--- src/rtl/matrix_pkg.sv ---
// Purpose: shared types and sizes for the dot-matrix column feeder.
// Latency: n/a (declarations only).
// Backpressure: n/a; the feeder free-runs and has no ready input.
package matrix_pkg;

  localparam int COL_AW  = 5;             // bitmap column address width
  localparam int ROW_W   = 16;            // bits per column (one per row)
  localparam int NCOLS   = 1 << COL_AW;   // bitmap columns
  localparam int WIN_MAX = 16;            // widest window the driver accepts

  typedef enum logic [2:0] {
    IDLE,
    CLEAR,
    LOAD_COL,
    HOLD_COL,
    FRAME_END
  } state_t;

endpackage

--- src/rtl/matrix_column_feeder_if.sv ---
// Purpose: host-side bitmap write/control and driver-side column strobes, bundled.
// Latency: n/a (wires only).
// Backpressure: none; the driver takes every LOAD and IN_CLR strobe as issued.
// Ports: master = host/driver side (drives writes and controls, sees strobes);
//        slave  = feeder (takes writes and controls, drives strobes).
interface matrix_column_feeder_if;

  logic                           wr_en;
  logic [matrix_pkg::COL_AW-1:0]  wr_addr;
  logic [matrix_pkg::ROW_W-1:0]   wr_data;
  logic                           run;
  logic                           clear_req;
  logic                           scroll_en;
  logic [matrix_pkg::COL_AW-1:0]  column_id;
  logic [matrix_pkg::ROW_W-1:0]   in_column;
  logic                           LOAD;
  logic                           IN_CLR;
  logic                           busy;
  logic                           frame_done;

  modport master (
    output wr_en, wr_addr, wr_data, run, clear_req, scroll_en,
    input  column_id, in_column, LOAD, IN_CLR, busy, frame_done
  );

  modport slave (
    input  wr_en, wr_addr, wr_data, run, clear_req, scroll_en,
    output column_id, in_column, LOAD, IN_CLR, busy, frame_done
  );

endinterface

--- src/rtl/matrix_col_ram.sv ---
// Purpose: NCOLS x ROW_W bitmap store; sync write, async read, async clear.
// Latency: write visible to reads the cycle after the write edge; read is combinational.
// Backpressure: none; a write is accepted every cycle wr_en is high.
// Ports: clk, rst_n (async active-low clear), wr_en/wr_addr/wr_data, rd_addr -> rd_data.
module matrix_col_ram
  import matrix_pkg::*;
(
  input  logic              clk,
  input  logic              rst_n,
  input  logic              wr_en,
  input  logic [COL_AW-1:0] wr_addr,
  input  logic [ROW_W-1:0]  wr_data,
  input  logic [COL_AW-1:0] rd_addr,
  output logic [ROW_W-1:0]  rd_data
);

  logic [ROW_W-1:0] mem [NCOLS];

  always_ff @(posedge clk or negedge rst_n) begin
    if (!rst_n) begin
      for (int i = 0; i < NCOLS; i++) begin
        mem[i] <= '0;
      end
    end else if (wr_en) begin
      mem[wr_addr] <= wr_data;
    end
  end

  // A reader that registers rd_data on the same edge as a write sees the old word.
  assign rd_data = mem[rd_addr];

endmodule

--- src/rtl/matrix_column_feeder.sv ---
// Purpose: sends a WIN-column window of the bitmap to the matrix driver, one column per HOLD-cycle slot.
// Latency: first LOAD one cycle after run is sampled (two with clear); frame = WIN*HOLD+1 cycles (+1 with clear).
// Backpressure: none; frames repeat back-to-back while run is high.
// Ports: CLK, RESET (async active-low); bus.slave carries bitmap writes, run/clear_req/scroll_en,
//        and the registered strobes column_id/in_column/LOAD/IN_CLR/busy/frame_done.
module matrix_column_feeder
  import matrix_pkg::*;
#(
  parameter int WIN  = WIN_MAX,
  parameter int HOLD = 4
) (
  input  logic                  CLK,
  input  logic                  RESET,
  matrix_column_feeder_if.slave bus
);

  // Hold counter runs 0..HOLD-2 so HOLD_COL lasts HOLD-1 cycles.
  localparam int HCW = (HOLD > 2) ? $clog2(HOLD - 1) : 1;

  state_t            state, state_n;
  logic [COL_AW-1:0] col, col_n;
  logic [COL_AW-1:0] frame_off, frame_off_n;
  logic [COL_AW-1:0] offset, offset_n;
  logic [HCW-1:0]    hold_cnt, hold_cnt_n;
  logic [COL_AW-1:0] rd_addr;
  logic [ROW_W-1:0]  rd_data;

  matrix_col_ram u_ram (
    .clk     (CLK),
    .rst_n   (RESET),
    .wr_en   (bus.wr_en),
    .wr_addr (bus.wr_addr),
    .wr_data (bus.wr_data),
    .rd_addr (rd_addr),
    .rd_data (rd_data)
  );

  always_comb begin
    state_n     = state;
    col_n       = col;
    frame_off_n = frame_off;
    offset_n    = offset;
    hold_cnt_n  = hold_cnt;
    case (state)
      IDLE: begin
        if (bus.run) begin
          frame_off_n = offset;
          col_n       = '0;
          state_n     = bus.clear_req ? CLEAR : LOAD_COL;
        end
      end
      CLEAR: state_n = LOAD_COL;
      LOAD_COL: begin
        hold_cnt_n = '0;
        state_n    = HOLD_COL;
      end
      HOLD_COL: begin
        if (hold_cnt == HCW'(HOLD - 2)) begin
          if (col == COL_AW'(WIN - 1)) begin
            state_n = FRAME_END;
          end else begin
            col_n   = col + 1'b1;
            state_n = LOAD_COL;
          end
        end else begin
          hold_cnt_n = hold_cnt + 1'b1;
        end
      end
      FRAME_END: begin
        if (bus.scroll_en) begin
          offset_n = offset + 1'b1;
        end
        // The next frame latches the post-scroll offset, so scrolling takes
        // effect on frame boundaries only.
        if (bus.run) begin
          frame_off_n = offset_n;
          col_n       = '0;
          state_n     = bus.clear_req ? CLEAR : LOAD_COL;
        end else begin
          state_n = IDLE;
        end
      end
      default: state_n = IDLE;
    endcase
  end

  // Column data is fetched for the slot being entered, so the captured word
  // predates any write landing on the same edge.
  assign rd_addr = frame_off_n + col_n;

  always_ff @(posedge CLK or negedge RESET) begin
    if (!RESET) begin
      state     <= IDLE;
      col       <= '0;
      frame_off <= '0;
      offset    <= '0;
      hold_cnt  <= '0;
    end else begin
      state     <= state_n;
      col       <= col_n;
      frame_off <= frame_off_n;
      offset    <= offset_n;
      hold_cnt  <= hold_cnt_n;
    end
  end

  // Strobes are registered from the next state so each is high exactly
  // while the FSM sits in the matching state.
  always_ff @(posedge CLK or negedge RESET) begin
    if (!RESET) begin
      bus.LOAD       <= 1'b0;
      bus.IN_CLR     <= 1'b0;
      bus.busy       <= 1'b0;
      bus.frame_done <= 1'b0;
      bus.column_id  <= '0;
      bus.in_column  <= '0;
    end else begin
      bus.LOAD       <= (state_n == LOAD_COL);
      bus.IN_CLR     <= (state_n == CLEAR);
      bus.busy       <= (state_n != IDLE);
      bus.frame_done <= (state_n == FRAME_END);
      if (state_n == LOAD_COL) begin
        bus.column_id <= col_n;
        bus.in_column <= rd_data;
      end
    end
  end

endmodule

--- src/flat_wrapper.sv ---
// flat-port wrapper written by rule: the top's interface ports become plain ports
module matrix_column_feeder_flat import matrix_pkg::*;
#(
  parameter int WIN  = WIN_MAX,
  parameter int HOLD = 4
)
  (CLK, RESET, bus_wr_en, bus_wr_addr, bus_wr_data, bus_run, bus_clear_req, bus_scroll_en, bus_column_id, bus_in_column, bus_LOAD, bus_IN_CLR, bus_busy, bus_frame_done);
  matrix_column_feeder_if bus_i ();
  input  logic CLK;
  input  logic RESET;
  input wire logic [$bits(bus_i.wr_en)-1:0] bus_wr_en;
  input wire logic [$bits(bus_i.wr_addr)-1:0] bus_wr_addr;
  input wire logic [$bits(bus_i.wr_data)-1:0] bus_wr_data;
  input wire logic [$bits(bus_i.run)-1:0] bus_run;
  input wire logic [$bits(bus_i.clear_req)-1:0] bus_clear_req;
  input wire logic [$bits(bus_i.scroll_en)-1:0] bus_scroll_en;
  output wire logic [$bits(bus_i.column_id)-1:0] bus_column_id;
  output wire logic [$bits(bus_i.in_column)-1:0] bus_in_column;
  output wire logic [$bits(bus_i.LOAD)-1:0] bus_LOAD;
  output wire logic [$bits(bus_i.IN_CLR)-1:0] bus_IN_CLR;
  output wire logic [$bits(bus_i.busy)-1:0] bus_busy;
  output wire logic [$bits(bus_i.frame_done)-1:0] bus_frame_done;
  assign bus_i.wr_en = bus_wr_en;
  assign bus_i.wr_addr = bus_wr_addr;
  assign bus_i.wr_data = bus_wr_data;
  assign bus_i.run = bus_run;
  assign bus_i.clear_req = bus_clear_req;
  assign bus_i.scroll_en = bus_scroll_en;
  assign bus_column_id = bus_i.column_id;
  assign bus_in_column = bus_i.in_column;
  assign bus_LOAD = bus_i.LOAD;
  assign bus_IN_CLR = bus_i.IN_CLR;
  assign bus_busy = bus_i.busy;
  assign bus_frame_done = bus_i.frame_done;
  matrix_column_feeder #(.WIN(WIN), .HOLD(HOLD)) u_core (.CLK(CLK), .RESET(RESET), .bus(bus_i));
endmodule
--- config.mk ---
export PLATFORM = sky130hd
export DESIGN_NAME = matrix_column_feeder_flat
export DESIGN_NICKNAME = d
export VERILOG_FILES = /design/src/rtl/matrix_pkg.sv /design/src/rtl/matrix_column_feeder_if.sv /design/src/rtl/matrix_col_ram.sv /design/src/rtl/matrix_column_feeder.sv /design/src/flat_wrapper.sv
export SDC_FILE = /design/constraint.sdc
export NUM_CORES = 1
export LEC_CHECK = 0
export ABC_AREA = 0
export CORE_ASPECT_RATIO = 0.75
export CORE_UTILIZATION = 45
export DETAILED_ROUTE_END_ITERATION = 12
export SETUP_SLACK_MARGIN = 0.15
export SLEW_MARGIN = 20
export SYNTH_ARGS = -nofsm -noshare
export SYNTH_HDL_FRONTEND = slang
export SYNTH_SLANG_ARGS = --single-unit
--- constraint.sdc ---
create_clock -name CLK -period 4 [get_ports CLK]
set_clock_uncertainty 0.05 [all_clocks]
set_input_delay 1 -clock CLK [delete_from_list [all_inputs] [get_ports CLK]]
set_output_delay 1 -clock CLK [all_outputs]
set_load 0.02 [all_outputs]
**Word level (Yosys, flattened, before mapping)**

Cells that the tools add are included.

- Flip-flop bits (word level): 557
- Input bits: 27
- Word-level logic and storage cells: 90

- Add/subtract/negate cells: 4
- Order comparisons: 3
- Eq/ne operators: 10
- Mux-type cells: 22
- Bitwise logic cells: 2
- Reductions and logical operators: 6

Operator list:

| cell | count |
|---|---|
| $bwmux 512 | 1 |
| $bmux 16 s5 | 1 |
| $demux 16 s5 | 1 |
| $mux 16 | 3 |
| $mux 5 | 6 |
| $pmux 5 s2 | 2 |
| $pmux 3 s5 | 1 |
| $ge 6x6->1 const B | 2 |
| $mux 3 | 4 |
| $not 5->6 | 2 |
| $add 5x1->5 const B | 2 |
| $eq 3x2->1 const B | 3 |
| $eq 3x1->1 const B | 2 |
| $eq 3x3->1 const B | 2 |
| $lt 6x1->1 const B | 1 |
| $add 5x5->5 | 1 |
| $eq 5x4->1 const B | 1 |
| $mux 2 | 2 |
| $pmux 2 s2 | 1 |
| $logic_not 3->1 | 1 |
| $reduce_bool 3->1 | 1 |
| $add 2x1->2 const B | 1 |
| $eq 2x2->1 const B | 1 |
| $ne 2x2->1 const B | 1 |
| 4 further kinds | 4 |

**Longest topological paths before layout**

- Depth in word-level cells: 9
- Mapped depth: 14
- Mapped depth without buffers: 13

**Hierarchy**

A second synthesis with hierarchy kept.

- Cell total of the unflattened synthesis: 1,896
- Area, all modules: 26,017.5 um^2

Modules (own cells, without submodules):

| module | instances | cells each | area each (um^2) | seq. area each (um^2) |
|---|---|---|---|---|
| matrix_col_ram | 1 | 1,730 | 23,907.9 | 12,812.3 |
| matrix_column_feeder | 1 | 166 | 2,109.5 | 1,126.1 |

**Least setup slack after synthesis**

Ideal clock, no wire load.

- Path kind: in2reg
- Start point: input port bus_run
- End point: register u_core.bus.in_column[12]
- Library setup time: 123 ps
- Arrival time: 3,907 ps
- Required time: 3,827 ps
- Setup slack: -80 ps
- Stages on the path: 13
- Path through: or3b_1 -> clkbuf_1 -> nand2_1 -> o21ai_0 -> ha_1 -> fa_1 -> clkbuf_1 -> clkbuf_1 -> mux4_2 -> nand2_1 -> nand3_1 -> a31oi_1 -> a21oi_2

- Cells in the longest elaborated chain, start to end: 7

Ends and longest elaborated chain:

| element | RTL line | RTL |
|---|---|---|
| start: declaration | flat_wrapper.sv:14 | `input wire logic [$bits(bus_i.run)-1:0] bus_run;` |
| $mux 5, on equally long branches | matrix_column_feeder.sv:75, matrix_column_feeder.sv:46 |  |
| $pmux 5 s2 * | matrix_column_feeder.sv:44 | `case (state)` |
| via u_core.frame_off_n[0] | matrix_column_feeder.sv:22 | `logic [COL_AW-1:0] frame_off, frame_off_n;` |
| $add 5x5->5 * | matrix_column_feeder.sv:89 | `assign rd_addr = frame_off_n + col_n;` |
| $not 5->6 (implied by the code) * | matrix_col_ram.sv:30 | `assign rd_data = mem[rd_addr];` |
| $bmux 16 s5 * | matrix_col_ram.sv:30 |  |
| $mux 16 (implied by the code) * (2 in a row) | matrix_col_ram.sv:30 |  |
| end signal: assignment | matrix_column_feeder.sv:124 | `bus.in_column <= rd_data;` |
| end: declaration | matrix_column_feeder_if.sv:28 | `output column_id, in_column, LOAD, IN_CLR, busy, frame_done` |

Mark *: on every way through the listed nets, which the timed path passes. The rest lies on a longest branch. The select of a mux whose other input is x is not followed.
A chain may end at the register's enable or synchronous reset.

**Final worst setup path**

Same ends and word-level chain as after synthesis.

==> flow_summary.yaml <==
timing:
  fin_crit_ns: 3.74
  rsz0062_at_grt: "false"
  worst_pin_slew_ns: 1.06
  setup-violations-final: 0
  fin_crit_sh_pct: 93.4
  slew_violations: 0
  fin_ws_ns: 0.264
  finalHoldViolCount: 0
  setup_tns_ns: 0
  slew-limit-headroom_pct: 29.1
  fmax_mhz: 268
power:
  p_per_area_nw_per_um2: 723
  sw_frac_of_total_pct: 32.0
  p_clk_share_pct: 24.7
  leakagePower_nw: 13.2
  p_int_mw: 14.6
  peakVddDrop_mv: 0.407
  p_comb_share_pct: 40.6
  pwr-share-seq_pct: 34.7
  power.switching_mw: 6.87
  fin_total_pwr_mw: 21.4
cells_and_area:
  nets: 1887
  area.growth.synth_to_final_pct: 17.0
  layout-drive-gt1-share_pct: 48.2
  diodes: 0
  fin_util_pct: 53.9
  fin_cells: 2617
  final_common_cell: "dfrtp_1"
  layout_common_cells: "dfrtp_1, mux2_2, nand2_1"
logic_synthesis:
  synth_top_family_by_area: "multiplexers"
  synth-seq-area-share_pct: 55.0
  synth_fa_ha_area_share_pct: 0.424
  synthArstFlopShare_pct: 100
  muxShareOfSynthArea_pct: 34.2
  synth.distinct_cells: 48
  synth_nets: 1788
  yosys_warnings: 0
  ys_ff_latch: 557
  synth-xor-area-share_pct: 0.479
  ys.flop_type: "dfrtp_1"
  syn_avg_cell_area_sq_um: 14.5
  synth-simple-area-share_pct: 5.85
  synth_cells: 1753
  syn-cell-area_sq_um: 25400
  synth-compound-area-share_pct: 1.54
  synth_edf_count: 0
worst_setup_path:
  worst-path-stages: 15
  r2r-end: "u_core.bus.in_column[12]"
  crit_fanout: 8
  path_common_cell: "buf_12"
  criticalPathCategory: "primary input to register"
  slowest_delay_ns: 0.71
  endpoint_kind: "register"
  worst_r2r_path_depth: 14
  critPathSlowestCell: "fa_4"
  crit_required_ns: 4.45
  reg2reg_setup_slack_ns: 0.30
  rr_startpoint: "u_core.col[2]"
  crit_buf_inv: 6
  critical_path.endpoint: "u_core.bus.in_column[12]"
  start_kind: "primary input"
  crit_path_start: "bus_run"
  crit_family: "buffers and inverters"
  path_cells: "dlygate4sd2_1 > or3b_4 > buf_4 > o21ai_2 > ha_4 > fa_4 > buf_12 > buf_12 > buf_12 > buf_16 > mux4_2 > nand2_1 > nand3_1 > a31oi_2 > a21oi_2"
  cp.arrival_ns: 4.18
detailed_routing:
  drt.antenna.violating_nets: 0
  dr.pass1.iters: 6
  num_vias: 15100
  viasPerCell: 5.77
  wl_per_cell_um: 23.8
  drt_iter0_drc: 886
  drc: 0
  totalWireLength_um: 62400
global_routing:
  grt_use_total_pct: 22.5
  grt_max_degree: 104
  grt_pass1_vias: 16100
  antenna_found_initial: 0
  grt_pass1_wl_um: 99300
  grt_remaining_overflow: 0
floorplanning:
  initial_core_util_pct: 46.1
  die_width_um: 276
  rows: 74
  core_sq_um: 55000
  die-area_sq_um: 57300
  die_h_um: 208
  ioPinCount: 52
clocking:
  clockBufferDepth: 3
  cts_root_buf: "clkbuf_16"
  clkTransAtPathRegs_ns: 0.06
  clock_latency_ns: 0.61
  cts_made_buffers: 54
  cts-htree-levels: 2
  postCtsHoldBufs: 0
  cts_tree: "done"
  cts_sinks: 557
placement:
  gp_congestion: 0.781
  post-place-cells: 2507
  pre_cts_slack_ns: -0.799
  port_buffers: 51
  hpwl_um: 39000
status:
  status: "complete, no violations"
job:
  cap_violations: 0
worst_hold_path:
  holdCritPathClass: "primary input to asynchronous set/reset pin"
==> synth_stat cells (2+ instances only) <==
master,n,area (sq um)
buf_2,32,160
nor2_2,4,25.0
nor3_1,3,15.0
buf_6,4,45.0
mux4_2,128,2880
nor2_1,37,139
xor2_1,6,52.6
nand2_1,171,642
nand3_1,72,360
dfrtp_1,557,13900
nor4_1,2,12.5
nand3b_1,20,150
a21oi_1,18,90.1
or2_2,3,18.8
a31oi_1,17,106
xnor2_1,6,52.6
inv_1,5,18.8
o21ai_0,7,35.0
a21oi_2,2,17.5
mux2i_1,2,20.0
a21o_1,2,15.0
nor3b_1,5,37.5
ha_1,7,87.6
mux2_2,513,5780
clkbuf_1,107,402
==> cell families (layout without fill, tap and decap cells) <==
family / count (synthesis) / count (layout)
muxes: 643 / 643
DFF: 557 / 557
and+or+nand+nor: 327 / 327
buffers and inverters: 149 / 291
AOI/OAI and AO/OA: 56 / 56
xor gates and xnor gates: 13 / 13
adders and majority gates: 8 / 8
==> power by group through the flow <==
stage	Sequential [mW]	Clock [mW]	Combinational (mW)
detailed placement	7.52	0	8.31
finish	7.45	5.29	8.70
floorplan	7.41	0	5.23
global route	7.59	5.66	9.35
CTS	7.43	5.43	8.81
global placement	7.48	0	8.24
==> sequential cells by signal (all words and copies together) (netlist names) <==
name and cells:
u_core.u_ram.mem 512, u_core.bus.in_column 16, u_core.bus.column_id 5, u_core.col 5, u_core.frame_off 5, u_core.offset 5
u_core.state 3, u_core.hold_cnt 2, u_core.bus.IN_CLR 1, u_core.bus.LOAD 1, u_core.bus.busy 1, u_core.bus.frame_done 1
==> metal layers <==
layer | part of all wire [%] | wire length [um] | track usage, % | vias up
li1 | - | - | - | 6588
met1 | 49 | 30400 | 33.8 | 8145
met2 | 45 | 28200 | 34.1 | 302
met3 | 4.5 | 2840 | 4.07 | 73
met4 | 1.5 | 928 | 5.28 | 0
met5 | 0 | 0 | 0 | -
==> stage by stage <==
step | hold WS, ns | area, sq um
floorplan | 0.408 | 25400
global placement | 0.413 | 27600
global route | 0.375 | 29700
finish | 0.339 | 29700
detailed placement | 0.417 | 27600
CTS | 0.375 | 29700
==> what timing repair did <==
| item | in CTS | in global routing |
|---|---|---|
| setup endpoints to repair | 16 | 16 |
| endpoints found under the hold margin | 0 | 0 |
| gates cloned | 4 | 0 |
| setup buffers | 6 | 1 |
| pin swaps | 20 | 3 |
| gates resized for setup | 17 | 7 |
==> layout make-up <==
type	count	area, sq um
clock buffers	86	1700
clock inverters	13	146
fillers	4517	25300
inverters	6	22.5
multi-input cells	1047	10900
flip-flops and latches	557	13900
well taps	722	903
repair buffers	186	2030
==> worst min-delay path by stage <==
stage                                       start                 endpoint  slack [ns]  cells past startpoint
after detailed placement  u_core.bus.column_id[0]  u_core.bus.column_id[0]        0.42                      2
after global routing                        RESET    u_core.u_ram.mem[447]        0.38                      1
after global placement    u_core.bus.column_id[2]  u_core.bus.column_id[2]        0.41                      2
final                                       RESET    u_core.u_ram.mem[431]        0.34                      1
after floorplan                  u_core.offset[4]         u_core.offset[4]        0.41                      1
after CTS                                   RESET    u_core.u_ram.mem[431]        0.38                      1
Power figures use the tool's default switching activity.
